$ cat src/rtl/fir_xifu_pkg.sv
// fir_xifu_pkg: shared types and default sizing for the FIR XIF unit scoreboard.
// Holds the per-ID lifecycle enum and the default ID count / outstanding limit.
package fir_xifu_pkg;

    // Lifecycle of one offloaded instruction ID.
    typedef enum logic [1:0] {
        FREE      = 2'd0,
        ISSUED    = 2'd1,
        COMMITTED = 2'd2,
        KILLED    = 2'd3
    } sb_state_e;

    localparam int SB_N_ID    = 16;
    localparam int SB_MAX_OUT = 4;

    // True once the commit channel has decided the fate of an ID.
    function automatic logic sb_is_resolved(sb_state_e s);
        return (s == COMMITTED) || (s == KILLED);
    endfunction

endpackage

$ cat src/rtl/fir_xifu_sb_entry.sv
// fir_xifu_sb_entry: lifecycle FSM for a single transaction ID.
// Illegal-event detection is only compiled when FIR_XIFU_SB_ERR_EN is defined;
// otherwise illegal is tied low and illegal events are silently ignored.
module fir_xifu_sb_entry
    import fir_xifu_pkg::*;
(
    input  logic      clk_i,
    input  logic      rst_ni,
    input  logic      issue_hit,
    input  logic      commit_hit,
    input  logic      kill,
    input  logic      clear,
    output sb_state_e state,
    output logic      illegal
);

    sb_state_e state_q;
    sb_state_e state_d;

    // State register; reset returns the ID to FREE immediately.
    always_ff @(posedge clk_i or negedge rst_ni) begin
        if (!rst_ni) begin
            state_q <= FREE;
        end else begin
            state_q <= state_d;
        end
    end

    // Next state; a commit landing with its own issue resolves the ID directly.
    always_comb begin
        state_d = state_q;
        unique case (state_q)
            FREE: begin
                if (issue_hit) begin
                    if (commit_hit) begin
                        state_d = kill ? KILLED : COMMITTED;
                    end else begin
                        state_d = ISSUED;
                    end
                end
            end
            ISSUED: begin
                if (commit_hit) begin
                    state_d = kill ? KILLED : COMMITTED;
                end
            end
            COMMITTED, KILLED: begin
                if (clear) begin
                    state_d = FREE;
                end
            end
            default: state_d = FREE;
        endcase
    end

`ifdef FIR_XIFU_SB_ERR_EN
    // Flag events that are ignored because they do not fit the current state.
    always_comb begin
        illegal = 1'b0;
        unique case (state_q)
            FREE:              illegal = (commit_hit & ~issue_hit) | clear;
            ISSUED:            illegal = clear;
            COMMITTED, KILLED: illegal = commit_hit;
            default:           illegal = 1'b0;
        endcase
    end
`else
    assign illegal = 1'b0;
`endif

    assign state = state_q;

endmodule

$ cat src/rtl/fir_xifu_scoreboard.sv
// fir_xifu_scoreboard: per-ID instruction scoreboard between the CV-XIF
// issue/commit channels and writeback. Gates issue acceptance, drops duplicate
// commits, bounds the number of outstanding IDs and flags protocol violations.
// Optional feature: define FIR_XIFU_SB_ERR_EN to build the sticky err_o logic;
// without it err_o is tied 0.
module fir_xifu_scoreboard
    import fir_xifu_pkg::*;
#(
    parameter  int N_ID    = SB_N_ID,
    parameter  int MAX_OUT = SB_MAX_OUT,
    localparam int ID_W    = $clog2(N_ID),
    localparam int CNT_W   = $clog2(MAX_OUT + 1)
) (
    input  logic             clk_i,
    input  logic             rst_ni,
    input  logic             issue_valid_i,
    input  logic [ID_W-1:0]  issue_id_i,
    input  logic             issue_accept_i,
    output logic             issue_ready_o,
    input  logic             commit_valid_i,
    input  logic [ID_W-1:0]  commit_id_i,
    input  logic             commit_kill_i,
    input  logic [N_ID-1:0]  clear_i,
    output logic [N_ID-1:0]  commit_o,
    output logic [N_ID-1:0]  kill_o,
    output logic [N_ID-1:0]  busy_o,
    output logic [CNT_W-1:0] outstanding_o,
    output logic             err_o
);

    // Wide enough to hold count + 1 issue and all N_ID clears without overflow.
    localparam int SUM_W = $clog2(N_ID + MAX_OUT + 2);

    sb_state_e        state_vec [N_ID];
    logic [N_ID-1:0]  free_vec;
    logic [N_ID-1:0]  resolved_vec;
    logic [N_ID-1:0]  illegal_vec;
    logic [CNT_W-1:0] outstanding_q;
    logic [CNT_W-1:0] outstanding_d;
    logic             id_in_range;
    logic             issue_fire;

    // Per-ID status decoded from the entry state registers.
    always_comb begin
        free_vec     = '0;
        resolved_vec = '0;
        commit_o     = '0;
        kill_o       = '0;
        busy_o       = '0;
        for (int i = 0; i < N_ID; i++) begin
            free_vec[i]     = (state_vec[i] == FREE);
            resolved_vec[i] = sb_is_resolved(state_vec[i]);
            commit_o[i]     = (state_vec[i] == COMMITTED);
            kill_o[i]       = (state_vec[i] == KILLED);
            busy_o[i]       = (state_vec[i] != FREE);
        end
    end

    // Ready looks only at registered state, so a same-cycle clear cannot raise it.
    always_comb begin
        id_in_range   = (int'(issue_id_i) < N_ID);
        issue_ready_o = id_in_range
                        && (outstanding_q < CNT_W'(MAX_OUT))
                        && free_vec[issue_id_i];
    end

    assign issue_fire = issue_valid_i & issue_accept_i & issue_ready_o;

    for (genvar k = 0; k < N_ID; k++) begin : g_entry
        fir_xifu_sb_entry u_entry (
            .clk_i      (clk_i),
            .rst_ni     (rst_ni),
            .issue_hit  (issue_fire && (issue_id_i == ID_W'(k))),
            .commit_hit (commit_valid_i && (commit_id_i == ID_W'(k))),
            .kill       (commit_kill_i),
            .clear      (clear_i[k]),
            .state      (state_vec[k]),
            .illegal    (illegal_vec[k])
        );
    end

    // Net counter update: +1 per issue, -1 per resolved ID released this cycle.
    always_comb begin
        logic [SUM_W-1:0] clr_cnt;
        logic [SUM_W-1:0] up_sum;
        logic [SUM_W-1:0] net;
        clr_cnt = '0;
        for (int i = 0; i < N_ID; i++) begin
            clr_cnt = clr_cnt + SUM_W'(clear_i[i] & resolved_vec[i]);
        end
        up_sum = SUM_W'(outstanding_q) + SUM_W'(issue_fire);
        if (up_sum < clr_cnt) begin
            net = '0;
        end else begin
            net = up_sum - clr_cnt;
        end
        if (net > SUM_W'(MAX_OUT)) begin
            net = SUM_W'(MAX_OUT);
        end
        outstanding_d = CNT_W'(net);
    end

    // Outstanding count register.
    always_ff @(posedge clk_i or negedge rst_ni) begin
        if (!rst_ni) begin
            outstanding_q <= '0;
        end else begin
            outstanding_q <= outstanding_d;
        end
    end

    assign outstanding_o = outstanding_q;

`ifdef FIR_XIFU_SB_ERR_EN
    logic err_q;
    logic issue_violation;

    assign issue_violation = issue_valid_i & issue_accept_i & ~issue_ready_o;

    // Sticky error: any illegal per-ID event or an accept while not ready.
    always_ff @(posedge clk_i or negedge rst_ni) begin
        if (!rst_ni) begin
            err_q <= 1'b0;
        end else begin
            err_q <= err_q | (|illegal_vec) | issue_violation;
        end
    end

    assign err_o = err_q;
`else
    logic unused_illegal;

    assign unused_illegal = |illegal_vec;
    assign err_o          = 1'b0;
`endif

endmodule

$ cat config.mk
export PLATFORM = sky130hd
export DESIGN_NAME = fir_xifu_scoreboard
export DESIGN_NICKNAME = d
export VERILOG_FILES = /design/src/rtl/fir_xifu_pkg.sv /design/src/rtl/fir_xifu_sb_entry.sv /design/src/rtl/fir_xifu_scoreboard.sv
export SDC_FILE = /design/constraint.sdc
export NUM_CORES = 1
export LEC_CHECK = 0
export ABC_CLOCK_PERIOD_IN_PS = 6100
export CELL_PAD_IN_SITES_DETAIL_PLACEMENT = 0
export CELL_PAD_IN_SITES_GLOBAL_PLACEMENT = 1
export CORE_UTILIZATION = 37
export DETAILED_ROUTE_END_ITERATION = 10
export PLACE_DENSITY_LB_ADDON = 0.1
export SYNTH_ARGS = -nofsm -noshare
export SYNTH_HDL_FRONTEND = slang
export SYNTH_HIERARCHICAL = 1
export SYNTH_SLANG_ARGS = --single-unit
$ cat constraint.sdc
create_clock -name clk_i -period 6.1 [get_ports clk_i]
set_input_delay 0.915 -clock clk_i [delete_from_list [all_inputs] [get_ports clk_i]]
set_output_delay 0.915 -clock clk_i [all_outputs]
set_load 0.02 [all_outputs]
Word-level counts from Yosys, hierarchy flattened
Index checks and enable logic that the tools add are counted.
Storage, ports and cells
  bits in registers: 35
  latch bits: 0
  bits in read-only memories: 0
  memories kept: 0
  word-level logic and storage cells: 382
  output and inout port bits: 53
  memory bits (writable): 0
  input port bits: 30
Cells by class
  divide/modulo/power cells: 0
  reductions and logical operators: 115
  add/subtract/negate cells: 17
  multiplexer cells: 85
  $mul: 0
  bitwise logic cells: 18
  equal/unequal tests: 126
  $lt $le $gt $ge: 4
  shift-type cells: 0
Operator list (number)
  $mux W2: 64
  $pmux W2 S3: 16
  $eq A2 B2 Y1 const B: 32
  $eq A4 B4 Y1 const B: 16
  $ne A2 B1 Y1 const B: 32
  $add A5 B1 Y5: 11
  $reduce_and A3 Y1: 16
  $logic_and A1 B1 Y1: 33
  $eq A2 B1 Y1 const B: 16
  $eq A4 B3 Y1 const B: 8
  $logic_not A2 Y1: 16
  $ne A2 B2 Y1 const B: 16
  $reduce_bool A2 Y1: 16
  $reduce_or A2 Y1: 16
  $and A1 B1 Y1: 18
  $eq A4 B2 Y1 const B: 4
  $logic_or A1 B1 Y1: 16
  $add A3 B1 Y4: 2
  $eq A4 B1 Y1 const B: 2
  $logic_not A4 Y1: 2
  $add A4 B1 Y5: 1
  $gt A5 B3 Y1 const B: 1
  $lt A4 B5 Y1: 1
  $lt A4 B5 Y1 const B: 1
  8 further kinds: 9

Longest topological paths before layout
Gate-level depths: netlist (run 1).
  depth in word-level cells: 22
  mapped depth: 16
  depth with buffers taken out: 16

By module
Netlist (run 1), hierarchy kept.
Modules (own cells, without submodules)
  fir_xifu_sb_entry: instances 16, seq. area each 50.0 sq um, area each 106.4 sq um, cells each 10
  fir_xifu_scoreboard: instances 1, seq. area each 75.1 sq um, area each 1529.0 sq um, cells each 206

Worst setup path after synthesis (run 1)
OpenSTA, ideal clock, no wires.
  kind: input to register
  start: input port clear_i[15]
  end: register outstanding_q[1] (netlist: outstanding_o[1])
  data required time: 5.963 ns
  stages: 16
  arrival time: 5.095 ns
  buffers on the path: 0
  setup time: 0.137 ns
  setup slack: 0.868 ns
  cells stage by stage: and2_1 -> fa_1 -> inv_1 -> fa_1 -> fa_1 -> fa_1 -> inv_1 -> ha_1 -> inv_1 -> fa_1 -> ha_1 -> nor2b_1 -> o21a_1 -> and2_1 -> a221oi_1 -> nor4b_1
Between the ends
  longest elaborated chain between the ends: 6
  elaborated cells on any way between the ends: 7
  those cells by class: add/sub: 2; order compare: 2; mux: 2; bitwise: 1
RTL lines
  start: declaration: RTL line fir_xifu_scoreboard.sv:23  | input logic [N_ID-1:0] clear_i,
  $and A1 B1 Y1 (*): RTL line fir_xifu_scoreboard.sv:89  | clr_cnt = clr_cnt + SUM_W'(clear_i[i] & resolved_vec[i]);
  $add A5 B1 Y5 (*): RTL line fir_xifu_scoreboard.sv:89
  $sub A4 B5 Y5 / $lt A4 B5 Y1 (equally long branches): RTL line fir_xifu_scoreboard.sv:95, fir_xifu_scoreboard.sv:92
  $mux W5 (*): RTL line fir_xifu_scoreboard.sv:92  | if (up_sum < clr_cnt) begin
  $gt A5 B3 Y1: RTL line fir_xifu_scoreboard.sv:97  | if (net > SUM_W'(MAX_OUT)) begin
  $mux W3 (*): RTL line fir_xifu_scoreboard.sv:97
  via outstanding_d[1]: RTL line fir_xifu_scoreboard.sv:39  | logic [CNT_W-1:0] outstanding_d;
  end signal: assignment: RTL line fir_xifu_scoreboard.sv:108  | outstanding_q <= outstanding_d;
  end: declaration: RTL line fir_xifu_scoreboard.sv:38  | logic [CNT_W-1:0] outstanding_q;
Mark *: on every way through the listed nets, which the timed path passes. The rest lies on a longest branch.
A chain may end at the register's enable or synchronous reset.

Worst setup path in the final report (run 1)
Ends and elaborated chain as after synthesis.

==> results of run 1 <==
worst paths after layout:
| kind | start | end | slack (ns) | cells past startpoint |
|---|---|---|---|---|
| worst max-delay path | clear_i[15] | outstanding_o[1] | 0.48 | 17 |
| worst min register to register | g_entry[11].u_entry/state[1] | g_entry[11].u_entry/state[1] | 0.58 | 1 |
| max in group asynchronous | rst_ni | g_entry[4].u_entry/state[1] | 4.73 | 2 |
| worst min-delay path | g_entry[11].u_entry/state[1] | g_entry[11].u_entry/state[1] | 0.58 | 1 |
| worst max register to register | g_entry[15].u_entry/state[1] | outstanding_o[1] | 1.10 | 16 |
| min in group asynchronous | rst_ni | g_entry[4].u_entry/state[0] | 1.05 | 2 |
per-stage QoR:
step	setup WS (ns)	hold slack, ns
CTS	0.437	0.592
floorplan	0.868	0.537
global placement	0.215	0.574
global route	0.0251	0.621
detailed placement	0.153	0.581
finish	0.479	0.582
layout make-up:
cell class	count	area [um^2]	share of cell area (%)
multi-input combinational	278	2090	51.4
sequential	35	876	21.6
timing repair buffer	82	818	20.1
tap	102	128	3.14
clock buffer	6	82.6	2.03
inverter	18	67.6	1.66
clock inverter	1	5.00	0.123
routing by layer:
metal	vias up	track usage, %	share of wire, %
li1	1321	-	-
met1	1244	27.2	47
met2	67	32.7	46
met3	9	3.69	5.1
met4	0	6.15	1.8
met5	-	0	0
sequential cells by signal, summed over array words and instances (netlist names):
| name | flops |
|---|---|
| g_entry.u_entry/state | 32 |
| outstanding_o | 3 |
power breakdown:
part           switching, mW  internal, mW  total (mW)
Combinational          0.283         0.310       0.593
Clock                 0.0861        0.0887       0.175
Sequential            0.0914         0.292       0.383
Total                  0.460         0.690        1.15
worst max-delay path, cell delays in order:
cell and delay (ns):
clkdlybuf4s50_1 0.44, and2_1 0.20, fa_1 0.54, inv_1 0.06, fa_1 0.52, fa_1 0.52, fa_1 0.54, inv_1 0.04
ha_1 0.20, inv_1 0.07, fa_1 0.45, ha_1 0.28, nor2b_1 0.12, o21a_1 0.21, nor4b_1 0.26, a221oi_1 0.10
nor4b_1 0.31
==> qor.yml, run 1 <==
syn_avg_cell_area_um2: 9.13
critical_path_class: "in2reg"
cts_tree: "yes"
syn_nets: 386
post-place-cells: 515
grt_pass1_wl_um: 13400
num_vias: 2641
insertion_delay_ns: 0.29
final_common_cell: "clkdlybuf4s50_1"
drt_pass1_iterations: 4
max_freq_ghz: 0.178
ys_warn_count: 6
cts_buffer_depth: 2
n_fill_cell: 785
initial_utilization_pct: 38.9
outcome: "complete, no violations"
worst_setup_path_start_kind: "input port"
drc_errors: 0
grt_start_max_net_pins: 36
cts_inserted_buffers: 5
stdcell_area_um2: 4060
post_dp_cell_area_um2: 3980
cts_root_buffer: "clkbuf_8"
syn_area_um2: 3050
holdBufCountCts: 0
die_h_um: 92.8
cts_num_sinks: 35
maxSlewViolCount: 0
crit_fanout: 5
routed_via_density: 5.06
hold_viol_final: 0
first_iter_violations: 82
place_congestion: 0.815
grt_overflow_total: 0
routed_wl_um: 7930
syn_to_final_growth_pct: 33.2
timing.slew.headroom_pct: 53.2
end_kind: "flip-flop"
tightest_slew_ns: 0.700
cts_resized: 0
std_cell_rows: 32
avgRoutedWirePerCell_um: 15.2
tns_ns: 0
hpwlAfterDp_um: 6390
utilization_pct: 51.8
clk_pin_slew_ns: 0.07
drv_cap: 0
h-tree-depth: 2
finalCritPeriodShare_pct: 92.1
peakVddDrop_mv: 0.141
synthCells: 334
antenna_found_initial: 0
track_usage_pct: 20.1
portBuffers: 81
final_layout_size_suffix_gt1_share_pct: 11.4
p_total_mw: 1.15
fin_nets: 472
dieWidth_um: 92.8
instances_no_fill: 522
worstHoldPathType: "reg2reg"
rsz0062_at_grt: "false"
layout_common_cells: "clkdlybuf4s50_1 (81), nor2_1 (45), dfrtp_1 (35)"
powerDensity_nw_per_um2: 283
fin_skew_ns: 0.00674
design.portCount: 83
power_leakage_nw: 1.61
detail-route-antenna-nets: 0
setup_viol: 0
n_antenna_cell: 0
cp.arrival_ns: 5.81
period_needed_ns: 5.62
core-area_um2: 7850
postCtsSetupBuffers: 0
grt_pass1_vias: 2686
dieArea_um2: 8610
cp.required_ns: 6.29
(Power assumes the default switching activity.)
==> run 2: changes to the inputs <==
--- a/config.mk
+++ b/config.mk
@@ -8,6 +8,7 @@
 export ABC_CLOCK_PERIOD_IN_PS = 6100
 export CELL_PAD_IN_SITES_DETAIL_PLACEMENT = 0
 export CELL_PAD_IN_SITES_GLOBAL_PLACEMENT = 1
+export CORE_ASPECT_RATIO = 0.75
 export CORE_UTILIZATION = 37
 export DETAILED_ROUTE_END_ITERATION = 10
 export PLACE_DENSITY_LB_ADDON = 0.1
==> run 2 against run 1 <==
Compared with the run above:
- setup slack worse by 0.012 ns
- global-route usage fell by 0.34 points
- sequential cell count unchanged
- sequential power hardly changed
- critical endpoint unchanged
- largest cell class unchanged
- largest power group unchanged
==> qor.yml, run 2 (synthesized netlist as in run 1, its figures left out) <==
wl_met2_um: 3580  # -2.5%
crit_fanout: 5  # unchanged
worstHoldPathType: "reg2reg"
first_iter_violations: 106  # +29%
timing.hold.ws_ns: 0.580  # -0.00277 ns
syn_to_final_growth_pct: 33.8
largest_reg_flops: 32  # unchanged
routed_wl_um: 8100  # +2.1%
fin_nets: 472  # unchanged
routed.top_layer: "met3"
layout_common_cells: "clkdlybuf4s50_1 (81), nor2_1 (45), dfrtp_1 (35)"
fin_skew_ns: 0.00919  # +0.00245 ns
postCtsSetupBuffers: 0  # unchanged
portBuffers: 81  # unchanged
h-tree-depth: 2  # unchanged
insertion_delay_ns: 0.29  # about the same
maxSlewViolCount: 0  # unchanged
cts_num_sinks: 35  # unchanged
post-place-cells: 518  # +0.58%
std_cell_rows: 28  # -13%
drc_errors: 0  # unchanged
fin_ws_ns: 0.467  # -0.0125 ns
power_leakage_nw: 1.62  # +0.28%
cp.required_ns: 6.28  # about the same
pre_cts_ws_ns: 0.0960  # -0.0570 ns
grt_pass1_wl_um: 12800  # -4.2%
cp.arrival_ns: 5.81  # about the same
setup_viol: 0  # unchanged
end_kind: "flip-flop"
wl_met3_um: 419  # +4.2%
peakVddDrop_mv: 0.134  # -4.8%
power_switching_mw: 0.468  # +1.6%
clkPwrFrac_pct: 16.6  # +1.4 points
initial_utilization_pct: 38.4  # -0.51 points
num_vias: 2658  # +0.64%
powerDensity_nw_per_um2: 287  # +1.4%
cts_tree: "yes"
drv_cap: 0  # unchanged
rsz0062_at_grt: "false"
final_common_cell: "clkdlybuf4s50_1"
m1WireLength_um: 4100  # +10%
n_fill_cell: 775  # -1.3%
antenna_found_initial: 0  # unchanged
instances_no_fill: 526  # +0.77%
timing.slew.headroom_pct: 49.2  # -4.0 points
grt_overflow_total: 0  # unchanged
drt_pass1_iterations: 4  # unchanged
critical_path_class: "in2reg"
n_antenna_cell: 0  # unchanged
clk_pin_slew_ns: 0.08  # about the same
dieArea_um2: 8620  # about the same
p_sw_share_pct: 39.9  # -0.10 points
dieWidth_um: 107  # +15%
p_comb_share_pct: 50.7  # -0.8 points
final_layout_size_suffix_gt1_share_pct: 11.4  # -0.027 points
cts_resized: 0  # unchanged
grt_start_max_net_pins: 36  # unchanged
max_freq_ghz: 0.178  # -0.22%
cts_buffer_depth: 2  # unchanged
holdBufCountCts: 0  # unchanged
die_h_um: 80.6  # -13%
tns_ns: 0  # unchanged
grt_pass1_vias: 2470  # -8.0%
cts_inserted_buffers: 5  # unchanged
pwr-share-seq_pct: 32.8  # -0.5 points
detail-route-antenna-nets: 0  # unchanged
tightest_slew_ns: 0.759  # +0.0594 ns
core-area_um2: 7950  # +1.3%
hold_viol_final: 0  # unchanged
worst_setup_path_start_kind: "input port"
track_usage_pct: 19.8  # -0.34 points
routed_via_density: 5.05  # -0.12%
period_needed_ns: 5.63  # +0.0125 ns
avgRoutedWirePerCell_um: 15.4  # +1.3%
finalCritPeriodShare_pct: 92.3  # +0.20 points
outcome: "complete, no violations"
cts_root_buffer: "clkbuf_8"
hpwlAfterDp_um: 6490  # +1.7%
design.portCount: 83  # unchanged
p_total_mw: 1.17  # +1.8%
p_int_mw: 0.704  # +2.0%
place_congestion: 0.800  # -1.9%
[run 2: changes by cell type in the layout (fill, tap and decap cells not counted), sizes merged]
cell	change
clkbuf	+2
clkinv	-1
[run 2: worst max-delay path, stage by stage]
cell,delay [ns]
clkdlybuf4s50_1,0.45
and2_1,0.20
fa_1,0.54
inv_1,0.07
fa_1,0.50
fa_1,0.52
fa_1,0.54
inv_1,0.04
ha_1,0.20
inv_1,0.07
fa_1,0.45
ha_1,0.29
nor2b_1,0.13
o21a_1,0.21
nor4b_1,0.25
a221oi_1,0.10
nor4b_1,0.33
[run 2: per-layer routing]
| metal | global-route usage, % | vias to the layer above |
|---|---|---|
| met5 | 0 | - |
| met4 | 4.11 | 0 |
| met3 | 3.17 | 0 |
| met2 | 30.2 | 68 |
| met1 | 29.2 | 1261 |
| li1 | - | 1329 |
[run 2: layout make-up]
class                   instances  area, um^2  share of cell area, %
repair buffers                 82         818                   20.1
inverters                      18        67.6                   1.66
multi-input cells             278        2090                   51.1
flip-flops and latches         35         876                   21.5
well taps                     105         131                   3.22
clock buffers                   8         100                   2.45
[run 2: power by group through the flow]
stage	combinational (mW)	clock, mW	sequential, mW
2_1_floorplan	0.376	0	0.368
3_3_place_gp	0.597	0	0.386
3_5_place_dp	0.600	0	0.387
4_1_cts	0.602	0.200	0.382
5_1_grt	0.644	0.208	0.398
6_report	0.594	0.194	0.384
[run 2: metrics by stage]
step                      instance area (um^2)  util (%)
after global routing                      4080      51.3
after floorplan                           3050         -
after global placement                    3980      50.0
after detailed placement                  3980      50.0
final                                     4080      51.3
after CTS                                 4080      51.3
[run 2: path summary, 6_finish.rpt]
| check | start | endpoint | slack [ns] | depth (start not counted) |
|---|---|---|---|---|
| max in group asynchronous | rst_ni | g_entry[1].u_entry/state[1] | 4.69 | 2 |
| worst min register to register | g_entry[12].u_entry/state[1] | g_entry[12].u_entry/state[1] | 0.58 | 1 |
| min in group asynchronous | rst_ni | g_entry[0].u_entry/state[1] | 1.05 | 2 |
| worst max-delay path | clear_i[15] | outstanding_o[1] | 0.47 | 17 |
| worst min-delay path | g_entry[12].u_entry/state[1] | g_entry[12].u_entry/state[1] | 0.58 | 1 |
| worst max register to register | g_entry[15].u_entry/state[1] | outstanding_o[1] | 1.09 | 16 |
==> run 3: changes to the inputs <==
--- a/config.mk
+++ b/config.mk
@@ -12,6 +12,7 @@
 export CORE_UTILIZATION = 37
 export DETAILED_ROUTE_END_ITERATION = 10
 export PLACE_DENSITY_LB_ADDON = 0.1
+export SETUP_SLACK_MARGIN = 0.05
 export SYNTH_ARGS = -nofsm -noshare
 export SYNTH_HDL_FRONTEND = slang
 export SYNTH_HIERARCHICAL = 1
==> results of run 3 <==
No change in the layout: final DEF, timing and power equal those of run 2.
